File: config.mk
export PLATFORM = sky130hd
export DESIGN_NAME = uart_tx_arb
export DESIGN_NICKNAME = d
export VERILOG_FILES = /design/src/rtl/uart_tx_arb.sv
export SDC_FILE = /design/constraint.sdc
export NUM_CORES = 1
export LEC_CHECK = 0
export CAP_MARGIN = 20
export CORE_UTILIZATION = 40
export CTS_CLUSTER_DIAMETER = 200
export DETAILED_ROUTE_END_ITERATION = 8
export PLACE_DENSITY = 0.77
export REMOVE_ABC_BUFFERS = 1
export SYNTH_ARGS = -nofsm -noshare
export SYNTH_HDL_FRONTEND = slang
export SYNTH_SLANG_ARGS = --single-unit
export TNS_END_PERCENT = 10
File: constraint.sdc
create_clock -name clk_i -period 2.2 [get_ports clk_i]
set_input_delay 0.44 -clock clk_i [delete_from_list [all_inputs] [get_ports clk_i]]
set_output_delay 0.44 -clock clk_i [all_outputs]
set_load 0.005 [all_outputs]
File: src/rtl/uart_tx_arb.sv
// ============================================================================
// Module      : uart_tx_arb
// Description : Round-robin arbiter that shares one uart_tx serializer
//               between NUM_REQ byte producers (valid/ready handshake).
//               Optional message lock is enabled by defining the macro
//               UART_TX_ARB_LOCK_EN.
// Revision    : 1.0 - initial release
// ----------------------------------------------------------------------------
// Ports:
//   clk_i        system clock, rising edge
//   rst_ni       synchronous reset, active low
//   req_valid_i  per-requester byte offer
//   req_data_i   per-requester byte, requester i at [i*DATA_WIDTH +: DATA_WIDTH]
//   req_last_i   per-requester end-of-message flag (lock build only)
//   req_ready_o  one-hot acceptance pulse (combinational, IDLE only)
//   tx_wr_en_o   one-cycle write strobe to uart_tx
//   tx_din_o     registered byte to uart_tx
//   tx_busy_i    busy flag from uart_tx
//   grant_id_o   index of the most recently accepted requester
//   arb_busy_o   high whenever the FSM is not in IDLE
// ============================================================================
`default_nettype none

module uart_tx_arb #(
  parameter int DATA_WIDTH = 8,
  parameter int NUM_REQ    = 4
) (
  input  logic                            clk_i,
  input  logic                            rst_ni,
  input  logic [NUM_REQ-1:0]              req_valid_i,
  input  logic [NUM_REQ*DATA_WIDTH-1:0]   req_data_i,
  input  logic [NUM_REQ-1:0]              req_last_i,
  output logic [NUM_REQ-1:0]              req_ready_o,
  output logic                            tx_wr_en_o,
  output logic [DATA_WIDTH-1:0]           tx_din_o,
  input  logic                            tx_busy_i,
  output logic [$clog2(NUM_REQ)-1:0]      grant_id_o,
  output logic                            arb_busy_o
);

  localparam int PW = $clog2(NUM_REQ);

  typedef enum logic [1:0] {
    S_IDLE      = 2'd0,
    S_ISSUE     = 2'd1,
    S_WAIT_ACK  = 2'd2,
    S_WAIT_DONE = 2'd3
  } state_e;

  state_e                state_q;
  logic [PW-1:0]         rr_ptr_q;
  logic [PW-1:0]         grant_id_q;
  logic [DATA_WIDTH-1:0] tx_din_q;
  logic                  tx_wr_en_q;
  logic                  arb_busy_q;

  logic [PW-1:0]         win_idx_d;
  logic                  win_found_d;
  logic [PW:0]           scan_idx_d;
  logic [PW-1:0]         rr_ptr_d;
  logic [DATA_WIDTH-1:0] win_data_d;
  logic                  grant_d;

`ifdef UART_TX_ARB_LOCK_EN
  logic                  lock_q;
  logic [PW-1:0]         lock_id_q;
`else
  logic                  unused_last;
  assign unused_last = ^req_last_i;
`endif

  // Winner search: scan upward from rr_ptr with explicit wrap. The loop runs
  // from the far end down so the closest valid requester is written last.
  // The extra MSB of scan_idx_d holds rr_ptr + k before the wrap subtraction,
  // which keeps the result correct for non-power-of-2 NUM_REQ.
  always_comb begin
    win_found_d = 1'b0;
    win_idx_d   = '0;
    scan_idx_d  = '0;
    for (int k = NUM_REQ - 1; k >= 0; k--) begin
      scan_idx_d = {1'b0, rr_ptr_q} + (PW+1)'(k);
      if (scan_idx_d >= (PW+1)'(NUM_REQ)) begin
        scan_idx_d = scan_idx_d - (PW+1)'(NUM_REQ);
      end
      if (req_valid_i[scan_idx_d[PW-1:0]]) begin
        win_found_d = 1'b1;
        win_idx_d   = scan_idx_d[PW-1:0];
      end
    end
`ifdef UART_TX_ARB_LOCK_EN
    // A locked message owns the serializer until its last byte goes out.
    if (lock_q) begin
      win_idx_d   = lock_id_q;
      win_found_d = req_valid_i[lock_id_q];
    end
`endif
  end

  assign win_data_d = req_data_i[int'(win_idx_d)*DATA_WIDTH +: DATA_WIDTH];
  assign rr_ptr_d   = (win_idx_d == PW'(NUM_REQ - 1)) ? '0 : win_idx_d + 1'b1;

  // Acceptance is gated by reset so req_ready reads zero while rst_ni is low.
  assign grant_d = rst_ni && (state_q == S_IDLE) && !tx_busy_i && win_found_d;

  always_comb begin
    req_ready_o = '0;
    if (grant_d) begin
      req_ready_o[win_idx_d] = 1'b1;
    end
  end

  always_ff @(posedge clk_i) begin
    if (!rst_ni) begin
      state_q    <= S_IDLE;
      rr_ptr_q   <= '0;
      grant_id_q <= '0;
      tx_din_q   <= '0;
      tx_wr_en_q <= 1'b0;
      arb_busy_q <= 1'b0;
`ifdef UART_TX_ARB_LOCK_EN
      lock_q     <= 1'b0;
      lock_id_q  <= '0;
`endif
    end else begin
      case (state_q)
        S_IDLE: begin
          tx_wr_en_q <= 1'b0;
          if (grant_d) begin
            tx_din_q   <= win_data_d;
            grant_id_q <= win_idx_d;
            tx_wr_en_q <= 1'b1;
            arb_busy_q <= 1'b1;
            state_q    <= S_ISSUE;
`ifdef UART_TX_ARB_LOCK_EN
            if (req_last_i[win_idx_d]) begin
              lock_q   <= 1'b0;
              rr_ptr_q <= rr_ptr_d;
            end else begin
              lock_q    <= 1'b1;
              lock_id_q <= win_idx_d;
            end
`else
            rr_ptr_q <= rr_ptr_d;
`endif
          end
        end
        S_ISSUE: begin
          tx_wr_en_q <= 1'b0;
          state_q    <= S_WAIT_ACK;
        end
        S_WAIT_ACK: begin
          if (tx_busy_i) begin
            state_q <= S_WAIT_DONE;
          end
        end
        S_WAIT_DONE: begin
          if (!tx_busy_i) begin
            state_q    <= S_IDLE;
            arb_busy_q <= 1'b0;
          end
        end
        default: begin
          state_q    <= S_IDLE;
          tx_wr_en_q <= 1'b0;
          arb_busy_q <= 1'b0;
        end
      endcase
    end
  end

  assign tx_wr_en_o = tx_wr_en_q;
  assign tx_din_o   = tx_din_q;
  assign grant_id_o = grant_id_q;
  assign arb_busy_o = arb_busy_q;

endmodule

`default_nettype wire

==> results of run 1 <==
[power by group]
group | internal [mW] | switching, mW | total, mW
clock network | 0.101 | 0.0991 | 0.200
registers | 0.368 | 0.0614 | 0.429
logic | 0.424 | 0.359 | 0.783
[tightest hold or removal path, delay by kind of cell, from the launching register on]
family	cells	cell delay [ns]
AO/OA/AOI/OAI	1	0.06
flip-flops	1	0.33
AND/OR/NAND/NOR	1	0.05
[final cells by class]
type	count	area, sq um
Multi-Input combinational cell	87	882.1
Fill cell	198	743.2
Timing Repair Buffer	76	700.7
Sequential cell	16	327.8
Tap cell	31	38.79
Clock buffer	4	36.28
Inverter	7	28.78
[kinds of logic after synthesis]
group / count (synthesis) / synth area share, %
AO/OA/AOI/OAI: 22 / 20.58
buffers and inverters: 12 / 5.572
AND/OR/NAND/NOR: 39 / 22.19
flip-flops: 16 / 27.44
multiplexers: 17 / 14.58
adder cells (fa/ha/maj): 9 / 9.646
[layout by cell type, fill, tap and decap left out, types with 4 or more instances in the layout]
cell and instances:
o221ai_2 8, nand3_1 8, dfxtp_1 14, ha_1 5, mux2i_1 17, buf_4 19
clkdlybuf4s50_1 46, nand2_1 10, a21boi_1 4, inv_1 5, buf_6 6
[through the flow]
step	utilization, %	power [mW]	worst slack [ns]	hold WS [ns]	instances
floorplan	-	0.8092	-0.2009	0.4514	110
global placement	66.02	1.100	-0.5916	0.4463	210
detailed placement	66.02	1.128	-0.6085	0.4546	210
CTS	70.69	1.377	0.006360	0.4756	221
global route	73.05	1.508	-0.05351	0.4961	221
finish	73.05	1.412	0.007759	0.4764	221
[path summary, 6_finish.rpt]
kind,to,start,slack (ns)
worst max-delay path,req_ready_o[0],rr_ptr_q[0]$_SDFFE_PN0P_,0.008
worst min-delay path,grant_id_o[1]$_SDFFE_PN0P_,grant_id_o[1]$_SDFFE_PN0P_,0.48
worst max register to register,tx_din_o[6]$_SDFFE_PN0P_,rr_ptr_q[0]$_SDFFE_PN0P_,0.41
worst min register to register,grant_id_o[1]$_SDFFE_PN0P_,grant_id_o[1]$_SDFFE_PN0P_,0.48
[repair_timing]
action                                  4_1_cts  5_1_grt
endpoints found under the setup margin       10        4
buffers inserted                              7        0
hold buffers                                  0        0
resized for setup                            40       20
pin swaps                                     4        6
[flip-flops by register name, summed over array words and instances (netlist names)]
signal and flops:
rr_ptr_q 2, tx_din_o 8, grant_id_o 2, state_q 2
tx_wr_en_o 1, arb_busy_o 1
[per-layer routing]
metal,share of wire (%),global-route usage (%),wire [um]
met1,40,24.39,1362
met2,56,41.33,1936
met3,3.1,3.023,106
met4,0.84,2.787,29
met5,0,0,0
==> results_dict.tcl, run 1 <==
set metrics [dict create \
    min_period_over_period_pct 99.65 \
    hold_depth 2 \
    clock_sinks 16 \
    setup_viol 0 \
    tightest_slew_ns 0.4771 \
    worst-setup-path-type "reg -> out" \
    grt_usage_pct 21.09 \
    powerDensity_mw_per_mm2 701.0 \
    critPathMaxStageDelay_ns 0.39 \
    cts_tree "built" \
    fin_setup_tns_ns 0 \
    async_flop_share_pct 0 \
    drt_iter0_markers 21 \
    first_pass_iters 4 \
    cp_top_family "simple AND/OR/NAND/NOR gates" \
    maxCapViolCount 0 \
    synth_most_common_cell "mux2i_1" \
    dpl_cell_area_sq_mm 0.001821 \
    synth_common_cells "mux2i_1, dfxtp_1, nand2_1" \
    synth_top_cell_area_share_pct 27.44 \
    initial_utilization_pct 42.33 \
    hold_class "reg -> reg" \
    cts_made_buffers 3 \
    crit_required_ns 1.76 \
    clkLatencyLatePin_ns 0.28 \
    postSynthAreaPerCell_sq_um 10.15 \
    post-route-min-period_ns 2.192 \
    portBuffers 54 \
    dp_hpwl_um 2476 \
    crit_fanout 3 \
    worst-path-stages 8 \
    fin_nets 243 \
    coreArea_sq_mm 0.002758 \
    ys.flop_type "dfxtp_1" \
    synth_top_area_cell "dfxtp_1" \
    synth_cell_type_count 31 \
    drive_above_1_share_pct 34.21 \
    grt_overflow 0 \
    synth_area_sq_mm 0.001167 \
    die_w_um 56.02 \
    dieHeight_um 56.02 \
    synthCells 115 \
    yosys_warnings 0 \
    htree_levels 1 \
    finalHoldViolations 0 \
    cp_common_cell "buf_6" \
    ioPinCount 59 \
    grt_max_degree 17 \
    grt_pass1_vias 1229 \
    grt_pass1_wl_um 5257 \
    ant_nets 0 \
    maxSlewViolCount 0 \
    rr_worst_depth 7 \
    place.gp.congestion 0.8246 \
    wirelength_um 3435 \
    status "finished clean" \
    start_kind "register" \
    end_kind "output port" \
    root_buffer "clkbuf_4" \
    skew_ns 0.004254 \
    design_area_sq_mm 0.002014 \
    antenna_found_initial 0 \
    crit_chain "nor2b_4, nor3b_2, o22a_1, buf_6, inv_4, ha_4, and3_4, buf_6" \
    relSlewSlack_pct 68.19 \
    antenna_cells 0 \
    clock_path_buffers 2 \
    drcViolationCount 0 \
    vias_per_cell 5.326 \
    wire_per_inst_um 15.54 \
    ys_top_cells_by_area "dfxtp_1, mux2i_1, o221ai_2, ha_1, nand2_8" \
    synth_seq_cells 16 \
    fp-row-count 19 \
    ir_worst_vdd_mv 0.5222 \
    seq_area_frac_synth_pct 27.44 \
    rsz0062_at_grt "yes" \
    dr_total_vias 1177 \
    cp_slowest_cell "dfxtp_4" \
    clk_pin_slew_worst_paths_ns 0.10 \
    area_growth_syn_to_layout_pct 72.56 \
    design.die.area_sq_mm 0.003138 \
    critPathBufInv 3 \
    arrival_ns 1.75 \
    p_leak_nw 0.7994 \
    fmax_mhz 456.2 \
    synth_edf_count 0 \
]
Power figures use the tool's default switching activity.
==> run 2: changes to the inputs <==
--- a/config.mk
+++ b/config.mk
@@ -6,10 +6,10 @@
 export NUM_CORES = 1
 export LEC_CHECK = 0
 export CAP_MARGIN = 20
-export CORE_UTILIZATION = 40
+export CORE_UTILIZATION = 36
 export CTS_CLUSTER_DIAMETER = 200
 export DETAILED_ROUTE_END_ITERATION = 8
-export PLACE_DENSITY = 0.77
+export PLACE_DENSITY = 0.73
 export REMOVE_ABC_BUFFERS = 1
 export SYNTH_ARGS = -nofsm -noshare
 export SYNTH_HDL_FRONTEND = slang
==> constraint.sdc (replaced) <==
create_clock -name clk_i -period 1.95 [get_ports clk_i]
set_input_delay 0.39 -clock clk_i [delete_from_list [all_inputs] [get_ports clk_i]]
set_output_delay 0.39 -clock clk_i [all_outputs]
set_load 0.005 [all_outputs]
==> results_dict.tcl, run 2 (synthesis results as in run 1) <==
set metrics [dict create \
    ant_nets 0 \
    skew_ns 0.003212 \
    reg2reg_slack_ns 0.17 \
    grt_max_degree 17 \
    final_common_cell "clkdlybuf4s50_1" \
    final_cells 237 \
    min_from "grant_id_o[1]$_SDFFE_PN0P_" \
    fp-row-count 20 \
    fin_nets 246 \
    portBuffers 54 \
    grt_overflow 0 \
    die_w_um 58.95 \
    largest_reg_flops 8 \
    rsz0062_at_grt "yes" \
    dieHeight_um 58.95 \
    grt_usage_pct 19.53 \
    hold_class "reg -> reg" \
    finalPower_mw 1.628 \
    htree_levels 1 \
    root_buffer "clkbuf_4" \
    worst_slack_ns -0.1356 \
    powerDensity_mw_per_mm2 789.8 \
    cts_made_buffers 3 \
    post-route-min-period_ns 2.086 \
    coreArea_sq_mm 0.003053 \
    start_kind "register" \
    wire_per_inst_um 14.27 \
    antenna_cells 0 \
    ir_worst_vdd_mv 0.7173 \
    min_period_over_period_pct 107.0 \
    status "finished with violations" \
    relSlewSlack_pct 82.66 \
    tightest_slew_ns 0.2601 \
    cp_slowest_cell "dfxtp_4" \
    clock_sinks 16 \
    wirelength_um 3381 \
    critPathBufInv 3 \
    cp_top_family "flip-flops" \
    drive_above_1_share_pct 35.75 \
    arrival_ns 1.70 \
    ioPinCount 59 \
    clock_path_buffers 2 \
    clk_pin_slew_worst_paths_ns 0.10 \
    vias_per_cell 4.966 \
    crit_required_ns 1.56 \
    hold_buffers 0 \
    dr_total_vias 1177 \
    dp_hpwl_um 2486 \
    first_pass_iters 6 \
    end_kind "output port" \
    rr_worst_depth 7 \
    grt_pass1_wl_um 5106 \
    final_cell_mix "clkdlybuf4s50_1, buf_4, mux2i_1, dfxtp_1, nand2_1" \
    startpoint "rr_ptr_q[0]$_SDFFE_PN0P_" \
    final_util_pct 67.50 \
    cts_tree "built" \
    cp_common_cell "buf_6" \
    critPathMaxStageDelay_ns 0.38 \
    grt_pass1_vias 1156 \
    finalHoldViolations 0 \
    maxCapViolCount 0 \
    place.gp.congestion 0.7555 \
    min_to "grant_id_o[1]$_SDFFE_PN0P_" \
    r2r-start "rr_ptr_q[0]$_SDFFE_PN0P_" \
    drcViolationCount 0 \
    initial_utilization_pct 38.24 \
    fin_setup_tns_ns -0.4790 \
    p_leak_nw 0.8160 \
    violations "setup timing" \
    setup_viol 4 \
    area_growth_syn_to_layout_pct 76.53 \
    rr_endpoint "rr_ptr_q[0]$_SDFFE_PN0P_" \
    maxSlewViolCount 0 \
    clkLatencyLatePin_ns 0.29 \
    crit_fanout 3 \
    antenna_found_initial 0 \
    crit_chain "nor2b_4, nor3b_2, o22a_2, buf_6, inv_4, ha_4, and3_4, buf_6" \
    worst-setup-path-type "reg -> out" \
    design.die.area_sq_mm 0.003475 \
    placedCellCount 224 \
    hold_depth 2 \
    fmax_mhz 479.5 \
    drt_iter0_markers 15 \
]
run 2: cell type report:
cell class	count	area (sq um)
clock buffer	4	36.28
fill	253	992.2
inverter	7	28.78
multi-input combinational	87	888.4
sequential	16	325.3
tap	44	55.05
timing repair buffer	79	726.9
run 2: per-stage QoR:
step	setup slack (ns)	hold slack [ns]	cell area, sq um
finish	-0.1356	0.4651	2061
global route	-0.2040	0.4902	2061
detailed placement	-0.7908	0.4575	1844
floorplan	-0.3509	0.4514	1129
CTS	-0.1199	0.4713	2009
global placement	-0.6941	0.4496	1844
run 2: worst min-delay path, cell delays in order (launching register included):
cell and delay, ns:
dfxtp_1 0.32, nand2_1 0.05, a21boi_1 0.05
run 2: layer usage:
layer / up-vias / track usage [%] / routed length, um
met3: 8 / 1.538 / 77
met4: 0 / 9.184 / 81
li1: 584 / - / -
met5: - / 0 / 0
met1: 558 / 21.68 / 1376
met2: 27 / 37.18 / 1845
run 2: worst max path at each step:
stage,endpoint,slack [ns],cells past startpoint
2_1_floorplan,req_ready_o[0],-0.35,6
3_3_place_gp,req_ready_o[0],-0.69,8
3_5_place_dp,req_ready_o[2],-0.79,8
4_1_cts,req_ready_o[0],-0.12,8
5_1_grt,req_ready_o[0],-0.20,8
6_report,req_ready_o[0],-0.14,8
run 2: repair_timing:
action	CTS	global route
gates cloned	0	0
setup endpoints to repair	17	7
resized for setup	51	10
buffers inserted	9	0
pin swaps	3	2
run 2: power breakdown:
| group | switching [mW] | internal, mW | total [mW] | leakage, nW |
|---|---|---|---|---|
| sequential | 0.0667 | 0.415 | 0.482 | 0.132 |
| combinational | 0.415 | 0.507 | 0.922 | 0.663 |
| clock | 0.110 | 0.114 | 0.224 | 0.0210 |
| total | 0.592 | 1.04 | 1.63 | 0.816 |
